`src/rtl/alu_vec_sequencer_if.sv`:
```
// Bundle of the command, register-file, ALU and write-back signals seen by
// the vector ALU sequencer. The sequencer connects through the slave modport.
// The surrounding core, or a testbench, connects through the master modport.
interface alu_vec_sequencer_if #(
    parameter int NUM_ELEM = 8,
    parameter int IDXW     = 3,
    parameter int DW       = 32
);
    logic                cmd_valid_i;
    logic                cmd_ready_o;
    logic [2:0]          cmd_op_i;
    logic [IDXW:0]       cmd_vl_i;
    logic                rd_en_o;
    logic [IDXW-1:0]     rd_idx_o;
    logic [DW-1:0]       rd_data1_i;
    logic [DW-1:0]       rd_data2_i;
    logic [DW-1:0]       alu_data1_o;
    logic [DW-1:0]       alu_data2_o;
    logic [2:0]          alu_ctrl_o;
    logic [DW-1:0]       alu_result_i;
    logic                alu_zero_i;
    logic                wb_valid_o;
    logic                wb_ready_i;
    logic [IDXW-1:0]     wb_idx_o;
    logic [DW-1:0]       wb_data_o;
    logic                done_o;
    logic [NUM_ELEM-1:0] zero_mask_o;

    modport slave (
        input  cmd_valid_i, cmd_op_i, cmd_vl_i, rd_data1_i, rd_data2_i,
               alu_result_i, alu_zero_i, wb_ready_i,
        output cmd_ready_o, rd_en_o, rd_idx_o, alu_data1_o, alu_data2_o,
               alu_ctrl_o, wb_valid_o, wb_idx_o, wb_data_o, done_o, zero_mask_o
    );

    modport master (
        output cmd_valid_i, cmd_op_i, cmd_vl_i, rd_data1_i, rd_data2_i,
               alu_result_i, alu_zero_i, wb_ready_i,
        input  cmd_ready_o, rd_en_o, rd_idx_o, alu_data1_o, alu_data2_o,
               alu_ctrl_o, wb_valid_o, wb_idx_o, wb_data_o, done_o, zero_mask_o
    );
endinterface

```
`src/rtl/alu_vec_sequencer.sv`:
```
// Element-serial vector ALU sequencer. It steps one vector command through
// the shared scalar ALU one element at a time.
// Each element takes the path FETCH (register-file read), EXEC (ALU) and
// WB (write-back handshake). A per-element zero mask is collected on the way.
module alu_vec_sequencer #(
    parameter int NUM_ELEM = 8,
    parameter int IDXW     = 3,
    parameter int DW       = 32
) (
    input  logic               clk_i,
    input  logic               rst_i,
    alu_vec_sequencer_if.slave bus
);
    typedef enum logic [2:0] {
        S_IDLE,
        S_FETCH,
        S_EXEC,
        S_WB,
        S_DONE
    } state_t;

    localparam logic [IDXW:0] VL_MAX = (IDXW + 1)'(NUM_ELEM);
    localparam logic [IDXW:0] ONE    = (IDXW + 1)'(1);

    state_t              state_q, state_d;
    logic [2:0]          op_q, op_d;
    logic [IDXW:0]       vl_q, vl_d;
    logic [IDXW:0]       cnt_q, cnt_d;
    logic [IDXW-1:0]     wb_idx_q, wb_idx_d;
    logic [DW-1:0]       wb_data_q, wb_data_d;
    logic [NUM_ELEM-1:0] mask_q, mask_d;
    logic [IDXW:0]       vl_clamped;

    assign vl_clamped = (bus.cmd_vl_i > VL_MAX) ? VL_MAX : bus.cmd_vl_i;

    assign bus.cmd_ready_o = (state_q == S_IDLE) && !rst_i;
    assign bus.rd_en_o     = (state_q == S_FETCH);
    assign bus.rd_idx_o    = cnt_q[IDXW-1:0];
    assign bus.alu_data1_o = (state_q == S_EXEC) ? bus.rd_data1_i : '0;
    assign bus.alu_data2_o = (state_q == S_EXEC) ? bus.rd_data2_i : '0;
    assign bus.alu_ctrl_o  = op_q;
    assign bus.wb_valid_o  = (state_q == S_WB);
    assign bus.wb_idx_o    = wb_idx_q;
    assign bus.wb_data_o   = wb_data_q;
    assign bus.done_o      = (state_q == S_DONE);
    assign bus.zero_mask_o = mask_q;

    // Next-state and datapath update: accept a command, walk the elements, capture results
    always_comb begin
        state_d   = state_q;
        op_d      = op_q;
        vl_d      = vl_q;
        cnt_d     = cnt_q;
        wb_idx_d  = wb_idx_q;
        wb_data_d = wb_data_q;
        mask_d    = mask_q;
        case (state_q)
            S_IDLE: begin
                if (bus.cmd_valid_i) begin
                    op_d    = bus.cmd_op_i;
                    vl_d    = vl_clamped;
                    cnt_d   = '0;
                    mask_d  = '0;
                    state_d = (vl_clamped == '0) ? S_DONE : S_FETCH;
                end
            end
            S_FETCH: begin
                state_d = S_EXEC;
            end
            S_EXEC: begin
                wb_data_d                 = bus.alu_result_i;
                wb_idx_d                  = cnt_q[IDXW-1:0];
                mask_d[cnt_q[IDXW-1:0]]   = bus.alu_zero_i;
                state_d                   = S_WB;
            end
            S_WB: begin
                if (bus.wb_ready_i) begin
                    if (cnt_q == vl_q - ONE) begin
                        state_d = S_DONE;
                    end else begin
                        cnt_d   = cnt_q + ONE;
                        state_d = S_FETCH;
                    end
                end
            end
            S_DONE: begin
                state_d = S_IDLE;
            end
            default: begin
                state_d = S_IDLE;
            end
        endcase
    end

    // State register; reset aborts any command in flight and clears all results
    always_ff @(posedge clk_i) begin
        if (rst_i) begin
            state_q   <= S_IDLE;
            op_q      <= '0;
            vl_q      <= '0;
            cnt_q     <= '0;
            wb_idx_q  <= '0;
            wb_data_q <= '0;
            mask_q    <= '0;
        end else begin
            state_q   <= state_d;
            op_q      <= op_d;
            vl_q      <= vl_d;
            cnt_q     <= cnt_d;
            wb_idx_q  <= wb_idx_d;
            wb_data_q <= wb_data_d;
            mask_q    <= mask_d;
        end
    end
endmodule

```
`src/flat_wrapper.sv`:
```
// flat-port wrapper written by rule: the top's interface ports become plain ports
module alu_vec_sequencer_flat 
#(
    parameter int NUM_ELEM = 8,
    parameter int IDXW     = 3,
    parameter int DW       = 32
)
  (clk_i, rst_i, bus_cmd_valid_i, bus_cmd_op_i, bus_cmd_vl_i, bus_rd_data1_i, bus_rd_data2_i, bus_alu_result_i, bus_alu_zero_i, bus_wb_ready_i, bus_cmd_ready_o, bus_rd_en_o, bus_rd_idx_o, bus_alu_data1_o, bus_alu_data2_o, bus_alu_ctrl_o, bus_wb_valid_o, bus_wb_idx_o, bus_wb_data_o, bus_done_o, bus_zero_mask_o);
  alu_vec_sequencer_if #(.NUM_ELEM(NUM_ELEM), .IDXW(IDXW), .DW(DW)) bus_i ();
  input  logic clk_i;
  input  logic rst_i;
  input wire logic [$bits(bus_i.cmd_valid_i)-1:0] bus_cmd_valid_i;
  input wire logic [$bits(bus_i.cmd_op_i)-1:0] bus_cmd_op_i;
  input wire logic [$bits(bus_i.cmd_vl_i)-1:0] bus_cmd_vl_i;
  input wire logic [$bits(bus_i.rd_data1_i)-1:0] bus_rd_data1_i;
  input wire logic [$bits(bus_i.rd_data2_i)-1:0] bus_rd_data2_i;
  input wire logic [$bits(bus_i.alu_result_i)-1:0] bus_alu_result_i;
  input wire logic [$bits(bus_i.alu_zero_i)-1:0] bus_alu_zero_i;
  input wire logic [$bits(bus_i.wb_ready_i)-1:0] bus_wb_ready_i;
  output wire logic [$bits(bus_i.cmd_ready_o)-1:0] bus_cmd_ready_o;
  output wire logic [$bits(bus_i.rd_en_o)-1:0] bus_rd_en_o;
  output wire logic [$bits(bus_i.rd_idx_o)-1:0] bus_rd_idx_o;
  output wire logic [$bits(bus_i.alu_data1_o)-1:0] bus_alu_data1_o;
  output wire logic [$bits(bus_i.alu_data2_o)-1:0] bus_alu_data2_o;
  output wire logic [$bits(bus_i.alu_ctrl_o)-1:0] bus_alu_ctrl_o;
  output wire logic [$bits(bus_i.wb_valid_o)-1:0] bus_wb_valid_o;
  output wire logic [$bits(bus_i.wb_idx_o)-1:0] bus_wb_idx_o;
  output wire logic [$bits(bus_i.wb_data_o)-1:0] bus_wb_data_o;
  output wire logic [$bits(bus_i.done_o)-1:0] bus_done_o;
  output wire logic [$bits(bus_i.zero_mask_o)-1:0] bus_zero_mask_o;
  assign bus_i.cmd_valid_i = bus_cmd_valid_i;
  assign bus_i.cmd_op_i = bus_cmd_op_i;
  assign bus_i.cmd_vl_i = bus_cmd_vl_i;
  assign bus_i.rd_data1_i = bus_rd_data1_i;
  assign bus_i.rd_data2_i = bus_rd_data2_i;
  assign bus_i.alu_result_i = bus_alu_result_i;
  assign bus_i.alu_zero_i = bus_alu_zero_i;
  assign bus_i.wb_ready_i = bus_wb_ready_i;
  assign bus_cmd_ready_o = bus_i.cmd_ready_o;
  assign bus_rd_en_o = bus_i.rd_en_o;
  assign bus_rd_idx_o = bus_i.rd_idx_o;
  assign bus_alu_data1_o = bus_i.alu_data1_o;
  assign bus_alu_data2_o = bus_i.alu_data2_o;
  assign bus_alu_ctrl_o = bus_i.alu_ctrl_o;
  assign bus_wb_valid_o = bus_i.wb_valid_o;
  assign bus_wb_idx_o = bus_i.wb_idx_o;
  assign bus_wb_data_o = bus_i.wb_data_o;
  assign bus_done_o = bus_i.done_o;
  assign bus_zero_mask_o = bus_i.zero_mask_o;
  alu_vec_sequencer #(.NUM_ELEM(NUM_ELEM), .IDXW(IDXW), .DW(DW)) u_core (.clk_i(clk_i), .rst_i(rst_i), .bus(bus_i));
endmodule
```
`config.mk`:
```
export PLATFORM = sky130hd
export DESIGN_NAME = alu_vec_sequencer_flat
export DESIGN_NICKNAME = d
export VERILOG_FILES = /design/src/rtl/alu_vec_sequencer_if.sv /design/src/rtl/alu_vec_sequencer.sv /design/src/flat_wrapper.sv
export SDC_FILE = /design/constraint.sdc
export NUM_CORES = 1
export LEC_CHECK = 0
export BUFFER_PORTS_ARGS = -buffer_cell sky130_fd_sc_hd__buf_4
export CAP_MARGIN = 0
export CORE_MARGIN = 2
export CORE_UTILIZATION = 30
export CTS_CLUSTER_SIZE = 14
export DETAILED_ROUTE_END_ITERATION = 16
export GPL_ROUTABILITY_DRIVEN = 0
export PLACE_DENSITY = 0.71
export SKIP_LAST_GASP = 1
export SLEW_MARGIN = 20
export SYNTH_ARGS = -nofsm -noshare
export SYNTH_HDL_FRONTEND = slang
export SYNTH_SLANG_ARGS = --single-unit
export TNS_END_PERCENT = 100
```
`constraint.sdc`:
```
create_clock -name clk_i -period 4.1 [get_ports clk_i]
set_input_delay 0.205 -clock clk_i [delete_from_list [all_inputs] [get_ports clk_i]]
set_output_delay 0.205 -clock clk_i [all_outputs]
set_load 0.1 [all_outputs]
```
==> flow_summary_export.csv, run 1 <==
group,metric,value,unit
worst_hold_path,holdCritStartpoint,"bus_alu_result_i[8]",
detailed_routing,vias,3246,
grt,met3_usage,0.06058,
grt,grt_most_used_layer,"met2",
worst_setup_path,rr_worst_depth,3,
worst_hold_path,worstHoldPathCells,3,
clock_network,cts.htree.levels,3,
placement,placed_area,0.004474,mm2
clock_network,ctsResizeCount,0,
worst_setup_path,critPathLaunchType,"flop",
grt,antenna_found_initial,0,
final_layout,area_growth,67.87,%
synth,syn_area_per_cell,7.404,um2
detailed_routing,viasPerCell,4.664,
grt,grt_max_degree,57,
worst_setup_path,endpoint_kind,"output pin",
worst_setup_path,reg2reg_from,"u_core.state_q[1]",
synth,synthCells,375,
detailed_routing,drtPass1Iterations,4,
detailed_routing,initialDrtViolationCount,144,
timing,period_minus_slack,2.227,ns
timing,fin_setup_tns,0,ns
clock_network,cts_num_sinks,57,
final_layout,stdcell_count,696,
status,status,"finished, final reports clean",
synth,synth_fp_nets,485,
final_layout,final_common_cell,"buf_4",
timing,skew,0.008045,ns
timing,setup_ws,1.873,ns
worst_setup_path,worstSetupPathType,"flop to output pin",
clock_network,path_clk_slew,0.07,ns
floorplan,core_area,0.009109,mm2
timing,drv_slew,0,
pwr,peakVddDrop,0.1450,mV
grt,grt_pass1_wl,14680,um
final_layout,antennaDiodeCount,0,
placement,io_buffers,224,
detailed_routing,avgRoutedWirePerCell,13.89,um
synth,netlist_area,0.002776,mm2
grt,grt_pass1_vias,3090,
timing,fin_crit_sh,0.5431,
clock_network,cts_buffers,9,
timing,clock.fmax,0.4491,GHz
job,cap_violations,0,
detailed_routing,ant_nets,0,
synth,ys_ff_latch,57,
grt,overflow,0,
floorplan,ios,225,
grt,grt_usage,0.1834,
clock_network,postCtsHoldBufs,0,
final_layout,final_cell_area,0.004661,mm2
worst_hold_path,hp-class,"input port to flop",
floorplan,die_w,100.2,um
grt,grt_use_met2,0.3382,
placement,dp_worst_setup_slack,2.144,ns
timing,setup_viol,0,
clock_network,cts_tree,"done",
clock_network,postCtsSetupRepairBufs,0,
final_layout,drive_gt1_frac,0.4222,
timing,hold_viol_final,0,
floorplan,initial_core_util,0.3048,
placement,place_inst,680,
synth,synthDistinctLibCells,37,
floorplan,rows,35,
final_layout,finalNetCount,690,
floorplan,dieArea,0.01004,mm2
pwr,power_density,388.2,mW/mm2
synth,ys_seq_area_frac,0.4110,
worst_setup_path,cp.arrival,2.02,ns
pwr,p_leak,2.203,nW
synth,ys_warn_count,0,
floorplan,chipHeight,100.2,um
grt,use_met1,0.1951,
detailed_routing,routed_wl,9667,um
timing,tightest_slew,0.8725,ns
pwr,p_total,1.809,mW
placement,dpl.hpwl,7450,um
worst_setup_path,critPathLaunch,"u_core.state_q[1]",
clock_network,cts_root_buffer,"clkbuf_8",
timing,grt_setup_unrepaired,"false",
worst_setup_path,critPathMaxFanout,56,
clock_network,clock_latency,0.33,ns
timing,max-slew-margin-rel,0.4183,
clock_network,cts_buffer_depth,2,
worst_setup_path,crit_required,3.89,ns
final_layout,layout_common_cells,"226 x buf_4, 95 x nand2_1, 64 x and2_1",
detailed_routing,route.detailed.drc,0,
cell usage after synthesis:
cell / n / area (um2)
nand3_1: 2 / 10.01
a2bb2oi_1: 1 / 8.760
or4_1: 1 / 7.510
nand4b_1: 1 / 8.760
xor3_1: 1 / 23.77
nor3_1: 6 / 30.03
nor2b_1: 2 / 12.51
o21ai_0: 8 / 40.04
and2_1: 64 / 400.4
or3_1: 2 / 12.51
nor3b_2: 1 / 12.51
nor3b_1: 1 / 7.510
o311ai_0: 1 / 8.760
dfxtp_1: 57 / 1141
o22a_1: 1 / 8.760
a31o_2: 1 / 8.760
or3b_2: 1 / 8.760
a21o_1: 1 / 7.510
nor2_1: 12 / 45.04
buf_4: 3 / 22.52
buf_2: 9 / 45.04
or3b_1: 1 / 8.760
or4b_2: 1 / 10.01
a22oi_1: 1 / 7.510
clkbuf_1: 20 / 75.07
xnor2_1: 3 / 26.28
nand2b_1: 1 / 6.260
a21oi_1: 58 / 290.3
and3_1: 1 / 6.260
xor2_1: 1 / 8.760
nand4_1: 4 / 25.02
ha_1: 2 / 25.02
nand3b_1: 3 / 22.52
o221ai_1: 1 / 8.760
or2_2: 1 / 6.260
inv_1: 6 / 22.52
nand2_1: 95 / 356.6
where the power goes:
part,switching [mW],internal (mW)
Clock,0.213,0.277
Combinational,0.538,0.185
Sequential,0.0172,0.579
Total,0.768,1.04
critical path, cell delays in order (launching register included):
cell and delay, ns:
dfxtp_1 0.46, nor3b_2 0.24, buf_4 0.47, and2_1 0.21, buf_4 0.29
kinds of logic (layout without fill, tap and decap cells):
logic type,Yosys count,count (layout),share of synthesized area
XOR/XNOR,5,5,0.02118
flip-flops,57,57,0.4110
buffers and inverters,38,248,0.05948
AO/OA/AOI/OAI,73,73,0.1402
adder cells (fa/ha/maj),2,2,0.009012
AND/OR/NAND/NOR,200,200,0.3592
state kept, by name, summed over array words and instances (netlist names):
name and count:
u_core.bus.zero_mask_o 8, u_core.bus.alu_ctrl_o 3, u_core.vl_q 4, u_core.cnt_q 4, u_core.bus.wb_data_o 32, u_core.bus.wb_idx_o 3, u_core.state_q 3
area by class of cell:
type / instances / area [um2]
Fill cell: 879 / 4448
Sequential cell: 57 / 1141
Clock buffer: 10 / 127.6
Multi-Input combinational cell: 280 / 1475
Clock inverter: 6 / 58.81
Inverter: 6 / 22.52
Timing Repair Buffer: 226 / 1697
Tap cell: 111 / 138.9
path summary, 6_finish.rpt:
kind,endpoint,slack [ns]
min,u_core.bus.wb_data_o[8],0.12
max,bus_alu_data1_o[9],1.87
min reg2reg,u_core.bus.wb_data_o[18],0.46
max reg2reg,u_core.bus.zero_mask_o[3],2.11
stage by stage:
step	utilization	hold slack, ns
3_5_place_dp	0.4912	0.4496
2_1_floorplan	-	0.3410
3_3_place_gp	0.4912	0.4435
6_report	0.5117	0.1188
5_1_grt	0.5117	0.1120
4_1_cts	0.5117	0.1084
layer usage:
| layer | wire length [um] | part of all wire |
|---|---|---|
| met5 | 0 | 0 |
| met2 | 5105 | 0.53 |
| met1 | 3515 | 0.36 |
| met3 | 847 | 0.088 |
| met4 | 199 | 0.021 |
Power figures use the tool's default switching activity.
==> run 2, diff against run 1 <==
--- a/config.mk
+++ b/config.mk
@@ -12,7 +12,7 @@
 export CTS_CLUSTER_SIZE = 14
 export DETAILED_ROUTE_END_ITERATION = 16
 export GPL_ROUTABILITY_DRIVEN = 0
-export PLACE_DENSITY = 0.71
+export PLACE_DENSITY = 0.74
 export SKIP_LAST_GASP = 1
 export SLEW_MARGIN = 20
 export SYNTH_ARGS = -nofsm -noshare
==> constraint.sdc (replaced) <==
create_clock -name clk_i -period 1.9 [get_ports clk_i]
set_input_delay 0.095 -clock clk_i [delete_from_list [all_inputs] [get_ports clk_i]]
set_output_delay 0.095 -clock clk_i [all_outputs]
set_load 0.1 [all_outputs]
==> run 2 against run 1 <==
  * Global-route usage grew 1.1 points
  * Highest routed layer unchanged
  * Total power grew 140%
  * Combinational power grew 140%
  * Clock skew shrank 0.0013 ns
  * Via count grew 3.9%
  * Die area is the same
  * Cell area grew 14%
  * Clock power grew to 2.7 times the previous value
==> flow_summary_export.csv, run 2 (synthesis gave the netlist of run 1 again) <==
group,metric,value,unit
status,status,"finished, final reports clean",
placement,dp_worst_setup_slack,0.1143,ns
grt,met3_usage,0.04318,
detailed_routing,vias,3371,
clock_network,cts_root_buffer,"clkbuf_8",
timing,hold_ws,0.01439,ns
worst_setup_path,critPathTopFamily,"buffers and inverters",
floorplan,ios,225,
detailed_routing,avgRoutedWirePerCell,14.32,um
detailed_routing,drtPass1Iterations,5,
clock_network,cts.htree.levels,3,
final_layout,largest_reg_flops,32,
placement,dpl.hpwl,7303,um
pwr,p_leak,2.453,nW
timing,setup_viol,0,
timing,period_minus_slack,1.829,ns
final_layout,area_growth,91.30,%
floorplan,initial_core_util,0.3048,
final_layout,final_common_cell,"buf_4",
pwr,power_density,814.9,mW/mm2
grt,antenna_found_initial,0,
clock_network,clock_latency,0.33,ns
clock_network,cts_buffer_depth,2,
grt,overflow,0,
floorplan,dieArea,0.01004,mm2
floorplan,chipHeight,100.2,um
detailed_routing,ant_nets,0,
clock_network,cts_buffers,9,
timing,hold_viol_final,0,
timing,skew,0.006732,ns
pwr,peakVddDrop,0.4655,mV
timing,max-slew-margin-rel,0.6031,
grt,use_met1,0.2166,
floorplan,core_area,0.009109,mm2
grt,grt_use_met2,0.3469,
timing,setup_ws,0.07119,ns
worst_setup_path,worstSetupPathType,"flop to output pin",
detailed_routing,initialDrtViolationCount,149,
floorplan,rows,35,
final_layout,finalNetCount,713,
final_layout,layout_common_cells,"183 x buf_4, 95 x nand2_1, 64 x and2_2",
grt,grt_pass1_vias,3232,
detailed_routing,viasPerCell,4.688,
grt,grt_max_degree,63,
detailed_routing,routed_wl,10290,um
timing,clock.fmax,0.5468,GHz
final_layout,antennaDiodeCount,0,
final_layout,drive_gt1_frac,0.5395,
worst_setup_path,crit_required,1.80,ns
worst_hold_path,hp-class,"input port to flop",
detailed_routing,route.detailed.drc,0,
timing,drv_slew,0,
placement,io_buffers,224,
worst_setup_path,cp_num_buf_inv,3,
worst_setup_path,cp_slowest_cell,"dfxtp_2",
worst_setup_path,cp_cell_sequence,"nor3b_4 -> buf_4 -> clkbuf_16 -> and2_2 -> buf_8",
timing,tightest_slew,0.5954,ns
worst_setup_path,critPathMaxFanout,31,
worst_setup_path,r2r_setup_slack,0.10,ns
worst_setup_path,endpoint_kind,"output pin",
worst_setup_path,critPathLaunchType,"flop",
grt,grt_most_used_layer,"met2",
job,cap_violations,0,
timing,fin_crit_sh,0.9625,
clock_network,path_clk_slew,0.08,ns
grt,grt_pass1_wl,15530,um
grt,grt_usage,0.1941,
clock_network,cts_num_sinks,57,
worst_setup_path,slowest_delay,0.39,ns
clock_network,cts_tree,"done",
worst_setup_path,cp.arrival,1.73,ns
floorplan,die_w,100.2,um
-- run 2: changes by cell type in the layout (fill, tap and decap cells not counted), moves of 3 or more --
cell	delta
clkinv_2	-3
and2_2	+64
and2_1	-64
buf_4	-43
dfxtp_2	+3
buf_6	+32
buf_8	+19
dlygate4sd3_1	+12
dfxtp_1	-3
-- run 2: power breakdown --
group / internal [mW] / switching, mW / total [mW]
Combinational: 0.523 / 1.20 / 1.73
Clock: 0.814 / 0.504 / 1.32
Sequential: 1.25 / 0.0359 / 1.29
-- run 2: final cells by class --
type,count,area (um2)
clock buffers,12,155.1
clock inverters,4,73.82
fillers,805,3797
inverters,6,22.52
multi-input cells,280,1572
flip-flops and latches,57,1145
well taps,111,138.9
repair buffers,249,2205
-- run 2: worst paths after layout --
kind | start | end | cells after the start
worst min-delay path | bus_alu_result_i[28] | u_core.bus.wb_data_o[28] | 3
worst max register to register | u_core.vl_q[0] | u_core.cnt_q[2] | 7
worst max-delay path | u_core.state_q[2] | bus_alu_data2_o[19] | 5
worst min register to register | u_core.bus.wb_data_o[24] | u_core.bus.wb_data_o[24] | 2
-- run 2: metrics by stage --
stage	setup TNS, ns	total power [mW]	utilization	instance area [um2]	std cells
global route	-0.02483	4.509	0.5831	5311	719
global placement	0	2.908	0.5104	4649	688
detailed placement	0	2.923	0.5104	4649	688
floorplan	-0.3455	2.490	-	2867	375
CTS	0	4.318	0.5683	5176	714
finish	0	4.328	0.5831	5311	719
-- run 2: tightest hold or removal path: cells and delay by family --
| family | cells | cell delay [ns] |
|---|---|---|
| buffers and inverters | 1 | 0.11 |
| AOI/OAI and AO/OA | 1 | 0.05 |
| and+or+nand+nor | 1 | 0.05 |
-- run 2: per-layer routing --
metal  part of all wire  vias up  wire length (um)
met2               0.53      131              5477
li1                   -     1671                 -
met3              0.059       21               605
met1               0.38     1548              3921
met4              0.028        0               289
met5                  0        -                 0
-- run 2: timing repair --
item / CTS / global route
pin swaps: 0 / 1
buffers inserted: 0 / 2
hold endpoints to repair: 10 / 2
gates cloned: 0 / 1
endpoints found under the setup margin: 64 / 64
hold buffers: 10 / 2
resized for setup: 52 / 22
==> run 3, diff against run 2 <==
==> constraint.sdc (replaced) <==
create_clock -name clk_i -period 1.9 [get_ports clk_i]
set_input_delay 0 -clock clk_i [delete_from_list [all_inputs] [get_ports clk_i]]
set_output_delay 0 -clock clk_i [all_outputs]
set_load 0.1 [all_outputs]
==> run 3 against run 2 <==
  * Setup slack improved by 0.037 ns
  * Critical path depth unchanged
  * Final cell count rose by 4.5%
  * Combinational power barely moved
  * Register-to-register slack about the same
  * Global-route usage barely moved
  * Clock skew is 0.0014 ns higher
  * Clock-buffer cell count decreased by 1
  * Clock power down 14%
  * Via count is 4.0% higher
  * First-iteration DRC count down 11%
  * Non-clock buffer count increased by 32
  * Largest power group unchanged
==> flow_summary_export.csv, run 3 (synthesis gave the netlist of run 1 again) <==
group,metric,value,unit
status,status,"finished, final reports clean",
final_layout,final_common_cell,"buf_4",
detailed_routing,top_layer_used,"met4",
detailed_routing,vias,3506,
worst_setup_path,critPathMaxFanout,9,
detailed_routing,route.detailed.drc,0,
floorplan,die_w,100.2,um
clock_network,cts_buffers,9,
clock_network,cts.htree.levels,3,
job,cap_violations,0,
timing,period_minus_slack,1.792,ns
clock_network,cts_tree,"done",
detailed_routing,ant_nets,0,
pwr,p_leak,2.517,nW
detailed_routing,routed_wl,10630,um
grt,grt_pass1_vias,3414,
pwr,peakVddDrop,0.3667,mV
final_layout,area_growth,95.00,%
grt,overflow,0,
final_layout,fin_util,0.5944,
timing,skew,0.008168,ns
timing,drv_slew,0,
final_layout,final_cell_area,0.005414,mm2
placement,dpl.hpwl,7354,um
floorplan,dieArea,0.01004,mm2
worst_setup_path,critPathLaunchType,"flop",
timing,tightest_slew,0.5850,ns
timing,fin_setup_tns,0,ns
worst_setup_path,cp.arrival,2.05,ns
floorplan,rows,35,
grt,grt_usage,0.1946,
detailed_routing,met3_length,607,um
worst_setup_path,endpoint_kind,"flop",
pwr,power_density,766.6,mW/mm2
final_layout,register_area,0.001142,mm2
detailed_routing,wl_met1,4000,um
final_layout,largest_reg_flops,32,
timing,hold_viol_final,0,
detailed_routing,met2_length,5745,um
timing,max-slew-margin-rel,0.6100,
floorplan,chipHeight,100.2,um
clock_network,clock_latency,0.33,ns
detailed_routing,initialDrtViolationCount,132,
detailed_routing,drtPass1Iterations,4,
final_layout,fillers,820,
grt,grt_pass1_wl,15560,um
detailed_routing,avgRoutedWirePerCell,14.15,um
pwr,p_total,4.150,mW
timing,grt_setup_unrepaired,"false",
floorplan,core_area,0.009109,mm2
final_layout,layout_common_cells,"204 x buf_4, 95 x nand2_1, 58 x a21oi_1",
final_layout,multi_input_area,0.001546,mm2
detailed_routing,viasPerCell,4.668,
clock_network,cts_root_buffer,"clkbuf_8",
timing,setup_viol,0,
timing,hold_ws,0.1568,ns
placement,io_buffers,224,
timing,fin_crit_sh,0.9429,
final_layout,antennaDiodeCount,0,
clock_network,cts_buffer_depth,2,
timing,clock.fmax,0.5582,GHz
clock_network,cts_num_sinks,57,
worst_setup_path,crit_required,2.16,ns
grt,antenna_found_initial,0,
worst_hold_path,hp-class,"input port to flop",
clock_network,path_clk_slew,0.07,ns
placement,placed_area,0.004634,mm2
final_layout,drive_gt1_frac,0.4813,
floorplan,ios,225,
grt,grt_max_degree,63,
floorplan,initial_core_util,0.3048,
final_layout,finalNetCount,745,
worst_setup_path,worstSetupPathType,"flop to flop",
[run 3: final timing paths]
kind	startpoint	endpoint	slack [ns]	cells after the start
worst max-delay path	u_core.state_q[0]	u_core.cnt_q[2]	0.11	5
worst min register to register	u_core.bus.wb_data_o[24]	u_core.bus.wb_data_o[24]	0.46	2
worst max register to register	u_core.state_q[0]	u_core.cnt_q[2]	0.11	5
worst min-delay path	rst_i	u_core.bus.zero_mask_o[0]	0.16	2
[run 3: final cells by class]
type	count	share of cell area
repair buffers	281	0.4375
clock inverters	5	0.009938
inverters	6	0.004160
clock buffers	11	0.02612
well taps	111	0.02565
flip-flops and latches	57	0.2110
multi-input cells	280	0.2856
[run 3: power by group]
part	internal [mW]	switching, mW	leakage (nW)
registers	1.25	0.0370	0.463
logic	0.527	1.21	1.95
clock network	0.639	0.493	0.103
total	2.42	1.73	2.52
[run 3: critical path, cell delays in order (launching register included)]
cell and delay (ns):
dfxtp_1 0.40, or3b_1 0.41, a21o_1 0.19, a31o_2 0.25, or3_1 0.31, a21oi_1 0.15
[run 3: layer usage]
layer  vias to the layer above  GRT usage
li1                       1737          -
met1                      1615     0.2052
met2                       133     0.3645
met3                        21    0.04039
met4                         0    0.09484
met5                         -          0
[run 3: per-stage QoR]
step           setup slack [ns]  instances
2_1_floorplan          -0.07927        375
3_3_place_gp             0.2007        691
3_5_place_dp             0.1600        691
4_1_cts                 0.01911        749
5_1_grt                 0.01850        751
6_report                 0.1085        751
[run 3: timing repair]
action                                  4_1_cts  5_1_grt
hold buffers                                 42        0
resized for setup                             1       34
cloned                                        0        1
setup buffers                                 0        1
endpoints found under the hold margin        47        0
endpoints found under the setup margin       14       64
